<file path="src/rtl/bram_rmw_accumulator_if.sv">
`default_nettype none
// ============================================================================
// Module      : bram_rmw_accumulator_if
// Description : Single-port BRAM bus between the RMW accumulator and its BRAM.
// Revision    : 1.0 - initial release
// ============================================================================
interface bram_rmw_accumulator_if #(
    parameter int DATA_W = 32,
    parameter int ADDR_W = 32
);
    logic              bram_en;
    logic              bram_we;
    logic [ADDR_W-1:0] bram_addr;
    logic [DATA_W-1:0] bram_din;
    logic [DATA_W-1:0] bram_dout;

    modport master (
        output bram_en,
        output bram_we,
        output bram_addr,
        output bram_din,
        input  bram_dout
    );

    modport slave (
        input  bram_en,
        input  bram_we,
        input  bram_addr,
        input  bram_din,
        output bram_dout
    );
endinterface
`default_nettype wire

</file>
<file path="src/rtl/bram_rmw_accumulator.sv">
`default_nettype none
// ============================================================================
// Module      : bram_rmw_accumulator
// Description : Repeated read / add (i+1)*step / write-back passes over a BRAM.
// Revision    : 1.0 - initial release
// ============================================================================
module bram_rmw_accumulator #(
    parameter int DATA_W      = 32,
    parameter int ADDR_W      = 32,
    parameter int NUM_WORDS   = 10,
    parameter int ADDR_STRIDE = 4,
    parameter int RD_LAT      = 1,
    parameter int SATURATE    = 0
) (
    input  logic                   clk,
    input  logic                   rst,
    input  logic [31:0]            cps,
    input  logic [DATA_W-1:0]      step,
    bram_rmw_accumulator_if.master bus,
    output logic                   busy,
    output logic                   pass_done,
    output logic [31:0]            pass_count
);
    localparam int c_IDX_W = (NUM_WORDS > 1) ? $clog2(NUM_WORDS) : 1;
    localparam int c_SUM_W = DATA_W + 8;
    localparam logic [c_IDX_W-1:0] c_LAST   = c_IDX_W'(NUM_WORDS - 1);
    localparam logic [ADDR_W-1:0]  c_STRIDE = ADDR_W'(ADDR_STRIDE);

    localparam logic [2:0] c_ST_IDLE  = 3'd0;
    localparam logic [2:0] c_ST_READ  = 3'd1;
    localparam logic [2:0] c_ST_CALC  = 3'd2;
    localparam logic [2:0] c_ST_WRITE = 3'd3;
    localparam logic [2:0] c_ST_DONE  = 3'd4;

    logic [2:0]         r_state;
    logic [31:0]        r_cps_q;
    logic [c_IDX_W-1:0] r_idx;
    logic [DATA_W-1:0]  r_buf [NUM_WORDS];
    logic [RD_LAT-1:0]  r_pv;
    logic [c_IDX_W-1:0] r_pidx [RD_LAT];
    logic               r_en, r_we, r_busy, r_done;
    logic [ADDR_W-1:0]  r_addr;
    logic [DATA_W-1:0]  r_din;
    logic [31:0]        r_count;

    logic [2:0]         w_state_nxt;
    logic               w_stop, w_restart, w_hold, w_cap;
    logic [c_IDX_W-1:0] w_cap_idx, w_idx_inc, w_idx_nxt;
    logic               w_en_nxt, w_we_nxt, w_busy_nxt, w_done_nxt;
    logic [ADDR_W-1:0]  w_addr_nxt;
    logic [DATA_W-1:0]  w_din_nxt;
    logic [31:0]        w_count_nxt;
    logic [DATA_W-1:0]  w_calc [NUM_WORDS];

    assign w_stop    = (cps == 32'd0);
    assign w_restart = !w_stop && (cps != r_cps_q);
    assign w_hold    = !w_stop && !w_restart;
    assign w_cap     = r_pv[RD_LAT-1];
    assign w_cap_idx = r_pidx[RD_LAT-1];
    assign w_idx_inc = r_idx + c_IDX_W'(1);

    // Per-word update value; the widened sum lets SATURATE detect carry-out.
    for (genvar gi = 0; gi < NUM_WORDS; gi++) begin : g_calc
        logic [c_SUM_W-1:0] w_sum;
        assign w_sum = c_SUM_W'(r_buf[gi]) + c_SUM_W'(gi + 1) * c_SUM_W'(step);
        if (SATURATE != 0) begin : g_sat
            assign w_calc[gi] = (|w_sum[c_SUM_W-1:DATA_W]) ? '1 : w_sum[DATA_W-1:0];
        end else begin : g_wrap
            assign w_calc[gi] = w_sum[DATA_W-1:0];
        end
    end

    always_ff @(posedge clk) begin
        if (rst) begin
            r_state <= c_ST_IDLE;
            r_cps_q <= '0;
            r_idx   <= '0;
            r_en    <= 1'b0;
            r_we    <= 1'b0;
            r_addr  <= '0;
            r_din   <= '0;
            r_busy  <= 1'b0;
            r_done  <= 1'b0;
            r_count <= '0;
            r_pv    <= '0;
            for (int k = 0; k < RD_LAT; k++) r_pidx[k] <= '0;
            for (int i = 0; i < NUM_WORDS; i++) r_buf[i] <= '0;
        end else begin
            r_state <= w_state_nxt;
            r_idx   <= w_idx_nxt;
            r_en    <= w_en_nxt;
            r_we    <= w_we_nxt;
            r_addr  <= w_addr_nxt;
            r_din   <= w_din_nxt;
            r_busy  <= w_busy_nxt;
            r_done  <= w_done_nxt;
            r_count <= w_count_nxt;
            if (w_stop) begin
                r_cps_q <= '0;
            end else if (w_restart) begin
                r_cps_q <= cps;
            end
            // Reads are tracked from the cycle they are on the bus; an abort flushes them.
            r_pv[0]   <= w_hold && (r_state == c_ST_READ) && r_en;
            r_pidx[0] <= r_idx;
            for (int k = 1; k < RD_LAT; k++) begin
                r_pv[k]   <= w_hold && r_pv[k-1];
                r_pidx[k] <= r_pidx[k-1];
            end
            if (w_hold && (r_state == c_ST_READ) && w_cap) begin
                r_buf[w_cap_idx] <= bus.bram_dout;
            end
            if (w_hold && (r_state == c_ST_CALC)) begin
                for (int i = 0; i < NUM_WORDS; i++) r_buf[i] <= w_calc[i];
            end
        end
    end

    always_comb begin
        w_state_nxt = r_state;
        if (w_stop) begin
            w_state_nxt = c_ST_IDLE;
        end else if (w_restart) begin
            w_state_nxt = c_ST_READ;
        end else begin
            case (r_state)
                c_ST_IDLE:  w_state_nxt = c_ST_IDLE;
                c_ST_READ:  if (w_cap && (w_cap_idx == c_LAST)) w_state_nxt = c_ST_CALC;
                c_ST_CALC:  w_state_nxt = c_ST_WRITE;
                c_ST_WRITE: if (r_idx == c_LAST) w_state_nxt = c_ST_DONE;
                c_ST_DONE:  w_state_nxt = (r_count < r_cps_q) ? c_ST_READ : c_ST_IDLE;
                default:    w_state_nxt = c_ST_IDLE;
            endcase
        end
    end

    always_comb begin
        w_en_nxt    = r_en;
        w_we_nxt    = r_we;
        w_addr_nxt  = r_addr;
        w_din_nxt   = r_din;
        w_idx_nxt   = r_idx;
        w_busy_nxt  = r_busy;
        w_done_nxt  = 1'b0;
        w_count_nxt = r_count;
        if (w_stop) begin
            w_en_nxt    = 1'b0;
            w_we_nxt    = 1'b0;
            w_busy_nxt  = 1'b0;
            w_count_nxt = '0;
        end else if (w_restart || ((r_state == c_ST_DONE) && (w_state_nxt == c_ST_READ))) begin
            w_en_nxt   = 1'b1;
            w_we_nxt   = 1'b0;
            w_addr_nxt = '0;
            w_idx_nxt  = '0;
            w_busy_nxt = 1'b1;
            if (w_restart) w_count_nxt = '0;
        end else begin
            case (r_state)
                c_ST_READ: begin
                    if (r_en) begin
                        if (r_idx != c_LAST) begin
                            w_idx_nxt  = w_idx_inc;
                            w_addr_nxt = r_addr + c_STRIDE;
                        end else begin
                            w_en_nxt = 1'b0;
                        end
                    end
                end
                c_ST_CALC: begin
                    // Word 0 is written straight from the adder as buf updates on this edge.
                    w_en_nxt   = 1'b1;
                    w_we_nxt   = 1'b1;
                    w_addr_nxt = '0;
                    w_idx_nxt  = '0;
                    w_din_nxt  = w_calc[0];
                end
                c_ST_WRITE: begin
                    if (r_idx != c_LAST) begin
                        w_idx_nxt  = w_idx_inc;
                        w_addr_nxt = r_addr + c_STRIDE;
                        w_din_nxt  = r_buf[w_idx_inc];
                    end else begin
                        w_en_nxt    = 1'b0;
                        w_we_nxt    = 1'b0;
                        w_done_nxt  = 1'b1;
                        w_count_nxt = (&r_count) ? r_count : r_count + 32'd1;
                    end
                end
                c_ST_DONE: begin
                    w_en_nxt   = 1'b0;
                    w_we_nxt   = 1'b0;
                    w_busy_nxt = 1'b0;
                end
                default: begin
                    w_en_nxt   = 1'b0;
                    w_we_nxt   = 1'b0;
                    w_busy_nxt = 1'b0;
                end
            endcase
        end
    end

    assign bus.bram_en   = r_en;
    assign bus.bram_we   = r_we;
    assign bus.bram_addr = r_addr;
    assign bus.bram_din  = r_din;
    assign busy          = r_busy;
    assign pass_done     = r_done;
    assign pass_count    = r_count;
endmodule
`default_nettype wire

</file>
<file path="src/flat_wrapper.sv">
// flat-port wrapper written by rule: the top's interface ports become plain ports
module bram_rmw_accumulator_flat 
#(
    parameter int DATA_W      = 32,
    parameter int ADDR_W      = 32,
    parameter int NUM_WORDS   = 10,
    parameter int ADDR_STRIDE = 4,
    parameter int RD_LAT      = 1,
    parameter int SATURATE    = 0
)
  (clk, rst, cps, step, busy, pass_done, pass_count, bus_bram_en, bus_bram_we, bus_bram_addr, bus_bram_din, bus_bram_dout);
  bram_rmw_accumulator_if #(.DATA_W(DATA_W), .ADDR_W(ADDR_W)) bus_i ();
  input  logic clk;
  input  logic rst;
  input  logic [31:0] cps;
  input  logic [DATA_W-1:0] step;
  output logic busy;
  output logic pass_done;
  output logic [31:0] pass_count;
  output wire logic [$bits(bus_i.bram_en)-1:0] bus_bram_en;
  output wire logic [$bits(bus_i.bram_we)-1:0] bus_bram_we;
  output wire logic [$bits(bus_i.bram_addr)-1:0] bus_bram_addr;
  output wire logic [$bits(bus_i.bram_din)-1:0] bus_bram_din;
  input wire logic [$bits(bus_i.bram_dout)-1:0] bus_bram_dout;
  assign bus_bram_en = bus_i.bram_en;
  assign bus_bram_we = bus_i.bram_we;
  assign bus_bram_addr = bus_i.bram_addr;
  assign bus_bram_din = bus_i.bram_din;
  assign bus_i.bram_dout = bus_bram_dout;
  bram_rmw_accumulator #(.DATA_W(DATA_W), .ADDR_W(ADDR_W), .NUM_WORDS(NUM_WORDS), .ADDR_STRIDE(ADDR_STRIDE), .RD_LAT(RD_LAT), .SATURATE(SATURATE)) u_core (.clk(clk), .rst(rst), .cps(cps), .step(step), .bus(bus_i), .busy(busy), .pass_done(pass_done), .pass_count(pass_count));
endmodule
</file>
<file path="config.mk">
export PLATFORM = sky130hd
export DESIGN_NAME = bram_rmw_accumulator_flat
export DESIGN_NICKNAME = d
export VERILOG_FILES = /design/src/rtl/bram_rmw_accumulator_if.sv /design/src/rtl/bram_rmw_accumulator.sv /design/src/flat_wrapper.sv
export SDC_FILE = /design/constraint.sdc
export NUM_CORES = 2
export LEC_CHECK = 0
export BUFFER_PORTS_ARGS = -buffer_cell sky130_fd_sc_hd__buf_2
export CAP_MARGIN = 20
export CORE_MARGIN = 2
export CORE_UTILIZATION = 30
export DETAILED_ROUTE_END_ITERATION = 12
export MAX_ROUTING_LAYER = met4
export SLEW_MARGIN = 20
export SYNTH_ARGS = -nofsm -noshare
export SYNTH_HDL_FRONTEND = slang
export SYNTH_SLANG_ARGS = --single-unit
</file>
<file path="constraint.sdc">
create_clock -name clk -period 9 [get_ports clk]
set_clock_uncertainty 0.1 [all_clocks]
set_input_delay 2.7 -clock clk [delete_from_list [all_inputs] [get_ports clk]]
set_output_delay 2.7 -clock clk [all_outputs]
set_load 0.05 [all_outputs]
</file>
Word level (Yosys, flattened, before mapping)
Memories as Yosys holds them, arrays and structs flattened.
Cells that the tools add are included.
{"block": "totals", "ram_bits": 324, "n_memories": 2, "ff_bits": 140, "inputBits": 98}
{"block": "op_classes", "bitwise": 14, "eq_ne": 17, "mux": 54, "mul": 6, "add_sub_neg": 13, "reduce_logical": 26, "magnitude_cmp": 1}
{"memory": "u_core.r_buf", "depth": 10, "width": 32, "read_ports": 11, "rd_clocked_by_memory_dff": 0, "wr": 10, "line_no": "bram_rmw_accumulator.sv:38", "rtl": "logic [DATA_W-1:0] r_buf [NUM_WORDS];"}
{"memory": "u_core.r_pidx", "depth": 1, "width": 4, "read_ports": 1, "rd_clocked_by_memory_dff": 0, "wr": 1, "line_no": "bram_rmw_accumulator.sv:40", "rtl": "logic [c_IDX_W-1:0] r_pidx [RD_LAT];"}
{"operator": "$mux W32", "n": 20}
{"operator": "$add A32 B32 Y32", "n": 10}
{"operator": "$pmux W32 S3", "n": 1}
{"operator": "$mul A3 B32 Y32 const A", "n": 2}
{"operator": "$pmux W32 S2", "n": 1}
{"operator": "$add A32 B1 Y32 const B", "n": 1}
{"operator": "$add A32 B3 Y32 const B", "n": 1}
{"operator": "$logic_not A32 Y1", "n": 1}
{"operator": "$lt A32 B32 Y1", "n": 1}
{"operator": "$mul A2 B32 Y31 const A", "n": 1}
{"operator": "$mul A2 B32 Y32 const A", "n": 1}
{"operator": "$mul A3 B32 Y31 const A", "n": 1}
{"operator": "$mul A4 B32 Y32 const A", "n": 1}
{"operator": "$ne A32 B32 Y1", "n": 1}
{"operator": "$reduce_and A32 Y1", "n": 1}
{"operator": "$reduce_or A32 Y1", "n": 1}
{"operator": "$mux W4", "n": 5}
{"operator": "$mux W1", "n": 19}
{"operator": "$mux W3", "n": 4}
{"operator": "$pmux W3 S4", "n": 1}
{"operator": "$pmux W4 S3", "n": 1}
{"operator": "$ne A2 B1 Y1 const B", "n": 5}
{"operator": "$or A1 B1 Y1", "n": 10}
{"operator": "$eq A4 B4 Y1 const B", "n": 2}
{"operator": "other kinds (20)", "n": 39}

Longest topological paths before layout
{"block": "depth", "ltp_word": 12, "mapped_depth": 23, "mapped_depth_nobuf": 23}

Worst setup path before layout
Ideal clock, no wire load.
{"block": "synth_timing", "kind": "input-to-reg", "from": "in step[0]", "to": "mem u_core.r_buf[5][31], data pin", "path_stages": 20, "setup_ns": 0.267, "path_buffers": 0, "path_slack_ns": 1.768, "arrival_ns": 6.864, "cell_sequence": "ha_1 -> fa_1 -> a21o_1 -> a21oi_1 -> o21bai_1 -> o311a_1 -> o31ai_1 -> a31oi_1 -> xor2_1 -> ha_1 -> and4_1 -> nand2_1 -> or4b_1 -> a21oi_1 -> o21ai_1 -> o211ai_1 -> o211ai_1 -> xnor2_1 -> xnor2_1 -> o21ai_0"}
{"element": "from (decl)", "line_no": "flat_wrapper.sv:16", "rtl": "input logic [DATA_W-1:0] step;"}
{"element": "to (decl)", "line_no": "bram_rmw_accumulator.sv:38"}

==> results.json <==
{
  "status": "complete, no violations",
  "worstReg2RegStart": "u_core.r_cps_q[1]$_SDFFE_PP0P_",
  "postCtsSetupRepairBufs": 0,
  "antenna_found_initial": 25,
  "rr_endpoint": "u_core.r_buf[4][1]$_DFFE_PP_",
  "end_kind": "register",
  "fillers": 16567,
  "max-vdd-ir-drop_uv": 126,
  "synth_edf_count": 512,
  "hold_buffers": 0,
  "required_ns": 9.28,
  "die_h_um": 414,
  "top_usage_layer": "met2",
  "vias": 39500,
  "vias_per_cell": 5.42,
  "ys_seq_area_share_pct": 36.2,
  "slew_violations": 0,
  "met2_usage_pct": 27.9,
  "grt_pass1_vias": 38748,
  "htreeDepth": 3,
  "finalSetupTns_ns": 0,
  "cap_violations": 0,
  "worst_setup_path_start_kind": "input port",
  "drc_errors": 0,
  "multiInputGateArea_um2": 30500,
  "drive_gt1_share_pct": 12.1,
  "fin_nets": 5716,
  "hold_violations": 0,
  "criticalPathCategory": "in2reg",
  "syn_area_um2": 50300,
  "ff_latch_area_um2": 18200,
  "io_pins": 198,
  "power.clock.fraction_pct": 33.4,
  "core_um2": 167000,
  "sw_frac_of_total_pct": 33.2,
  "yosys_warnings": 0,
  "start_util_pct": 30.2,
  "clock_path_buffers": 3,
  "r2r_cells": 11,
  "arrival_ns": 7.86,
  "cp_common_cell": "o21ai_0",
  "path_clk_slew_ns": 0.06,
  "wl_per_cell_um": 21.4,
  "met1_usage_pct": 25.5,
  "cts_tree": "done",
  "p_seq_share_pct": 35.3,
  "max_stage_delay_ns": 0.53,
  "switchingPower_mw": 3.22,
  "cts_sinks": 654,
  "cp_top_family": "compound AO/OA/AOI/OAI gates",
  "hp-class": "reg2reg",
  "drt.antenna.violating_nets": 0,
  "gr-usage-met3_pct": 3.07,
  "whs_path_depth": 2,
  "synth_largest_area_cell": "edfxtp_1",
  "pwr-share-comb_pct": 31.3,
  "rsz0062_at_grt": "no",
  "gr-usage-all-layers_pct": 18.5,
  "cp_max_fo": 5,
  "period_share_pct": 84.2,
  "synth_cell_types": 96,
  "dp_hpwl_mm": 119,
  "reg2reg_slack_ns": 4.32,
  "grt_pass1_wl_mm": 235,
  "area_delta_synth_final_pct": 12.8,
  "port_buffers": 195,
  "finalPower_mw": 9.69,
  "die-area_um2": 171000,
  "place_area_um2": 54100,
  "place_congestion": 0.948,
  "grt_max_degree": 79,
  "worst_pin_slew_ns": 1.04,
  "drt_iter0_markers": 3311,
  "cpMaxStageDelayCell": "a311oi_1",
  "worstSkewPairLatency_ns": 0.66,
  "yosysMostFrequentCell": "edfxtp_1",
  "cts_root_buf": "clkbuf_16",
  "finalSetupViolations": 0,
  "rows": 150,
  "synth_area_leaders": "edfxtp_1 31%, ha_1 11%, mux4_2 7.1%, fa_1 6.2%, dfxtp_1 5.6%",
  "cts.repair.resized": 0,
  "path_cells": "buf_2 -> ha_1 -> fa_1 -> a21o_1 -> a21oi_1 -> o21bai_1 -> o311a_1 -> o31ai_1 -> a31oi_1 -> a311oi_1 -> o21ai_0 -> xor2_1 -> ha_1 -> a21o_1 -> a21oi_1 -> or3b_2 -> o21ai_0 -> o21ai_0 -> a21o_1 -> xnor2_1 -> o21ai_0",
  "dr.pass1.iters": 7,
  "synth_top_cell_area_share_pct": 30.5,
  "ys_top_cells_by_count": "512 x edfxtp_1, 458 x ha_1, 448 x nand2_1",
  "async_flop_share_pct": 0,
  "p_leak_nw": 22.5,
  "die_w_um": 414,
  "syn_avg_cell_area_um2": 10.4,
  "max_slew_margin_pct": 30.0,
  "holdPathEnd": "u_core.busy$_SDFFE_PP0P_",
  "stdcell_area_um2": 56800,
  "postSynthCellCount": 4852,
  "ys_seq_elements": 654,
  "clock.fmax_mhz": 132,
  "drt-total-wl_mm": 156,
  "cts_made_buffers": 80,
  "min_from": "u_core.busy$_SDFFE_PP0P_",
  "critPathBufInv": 1,
  "grt_overflow": 0,
  "whs_ns": 0.381,
  "p_int_mw": 6.47,
  "power_density_nw_per_um2": 171,
  "synth_ff_type": "edfxtp_1",
  "fin_crit_ns": 7.58
}
[placed cells by master, fill, tap and decap left out, drive strengths merged, types with 16 or more instances in the layout]
master    n
edfxtp  512
nand4    55
buf     259
inv     309
fa      155
or2      19
a211oi   41
nand2b   59
nor2b    38
a311oi   29
nor4     16
dfxtp   142
a22o     74
o31ai    31
xnor2   215
and3     48
or3      27
mux4    159
ha      458
o21a     42
a21o    212
o21ai   404
clkinv   33
o21bai   33
a21oi   296
and2     63
nor2    253
nand3    70
nor3     54
clkbuf   94
a31oi    47
xor2    181
nand2   448
[per-layer routing]
| metal | vias to the layer above | part of all wire, % |
|---|---|---|
| met4 | 0 | 2.8 |
| met5 | - | 0 |
| met2 | 1478 | 44 |
| li1 | 18279 | - |
| met1 | 19516 | 45 |
| met3 | 227 | 8.4 |
[state kept, by name (all words and copies together) (netlist names)]
name and cells:
u_core.r_buf 512, u_core.bus.bram_din 32, u_core.pass_count 32, u_core.r_cps_q 32, u_core.bus.bram_addr 30, u_core.r_idx 4, u_core.r_pidx 4, u_core.r_state 3
u_core.bus.bram_en 1, u_core.bus.bram_we 1, u_core.busy 1, u_core.pass_done 1, u_core.r_pv 1
[final cells by class]
type	instances	share of cell area [%]
well taps	2204	4.86
clock inverters	52	0.840
diodes	11	0.0485
clock buffers	94	3.62
flip-flops and latches	654	32.1
multi-input cells	3707	53.7
inverters	303	2.00
repair buffers	259	2.83
[kinds of logic after synthesis]
family | count (synthesis) | share of synthesized area, %
other cells | 1 | 0.00745
fa+ha+maj | 613 | 17.5
xor+xnor | 396 | 6.89
compound gates | 1336 | 17.1
mux | 165 | 7.24
buf+inv | 492 | 3.71
simple gates | 1195 | 11.3
flops | 654 | 36.2
[worst max-delay path by stage]
| stage | endpoint | slack, ns | cells past startpoint | start |
|---|---|---|---|---|
| 2_1_floorplan | u_core.r_buf[5][31]$_DFFE_PP_ | 1.77 | 20 | step[0] |
| 3_3_place_gp | u_core.r_buf[5][30]$_DFFE_PP_ | 0.72 | 21 | step[0] |
| 3_5_place_dp | u_core.r_buf[5][31]$_DFFE_PP_ | 0.74 | 21 | step[0] |
| 4_1_cts | u_core.r_buf[5][31]$_DFFE_PP_ | 1.45 | 21 | step[0] |
| 5_1_grt | u_core.r_buf[9][28]$_DFFE_PP_ | 1.04 | 22 | step[3] |
| 6_report | u_core.r_buf[5][30]$_DFFE_PP_ | 1.42 | 21 | step[1] |
[worst reg2reg max path, stage by stage (launching register included)]
cell and delay, ns:
dfxtp_1 0.32, xnor2_1 0.25, nand4_1 0.12, nor4_1 0.45
nand2_1 0.22, nor4_2 0.30, buf_4 0.20, and3b_1 0.19
nand2_1 0.49, nor3_4 0.29, buf_4 0.45, nand2b_2 0.90
[per-stage QoR]
stage / setup WS, ns / std cells / util [%]
6_report: 1.42 / 7284 / 34.0
3_5_place_dp: 0.741 / 7122 / 32.4
5_1_grt: 1.04 / 7282 / 34.0
2_1_floorplan: 1.77 / 4853 / -
4_1_cts: 1.45 / 7268 / 33.9
3_3_place_gp: 0.719 / 7121 / 32.4
[power groups by stage]
stage | Sequential [mW] | Combinational [mW] | Clock, mW
finish | 3.42 | 3.03 | 3.24
floorplan | 3.44 | 2.29 | 0
global route | 3.42 | 3.37 | 3.41
CTS | 3.41 | 3.00 | 3.31
detailed placement | 3.48 | 2.97 | 0
global placement | 3.48 | 2.94 | 0
Note: power is estimated with default switching activity, not from simulation.
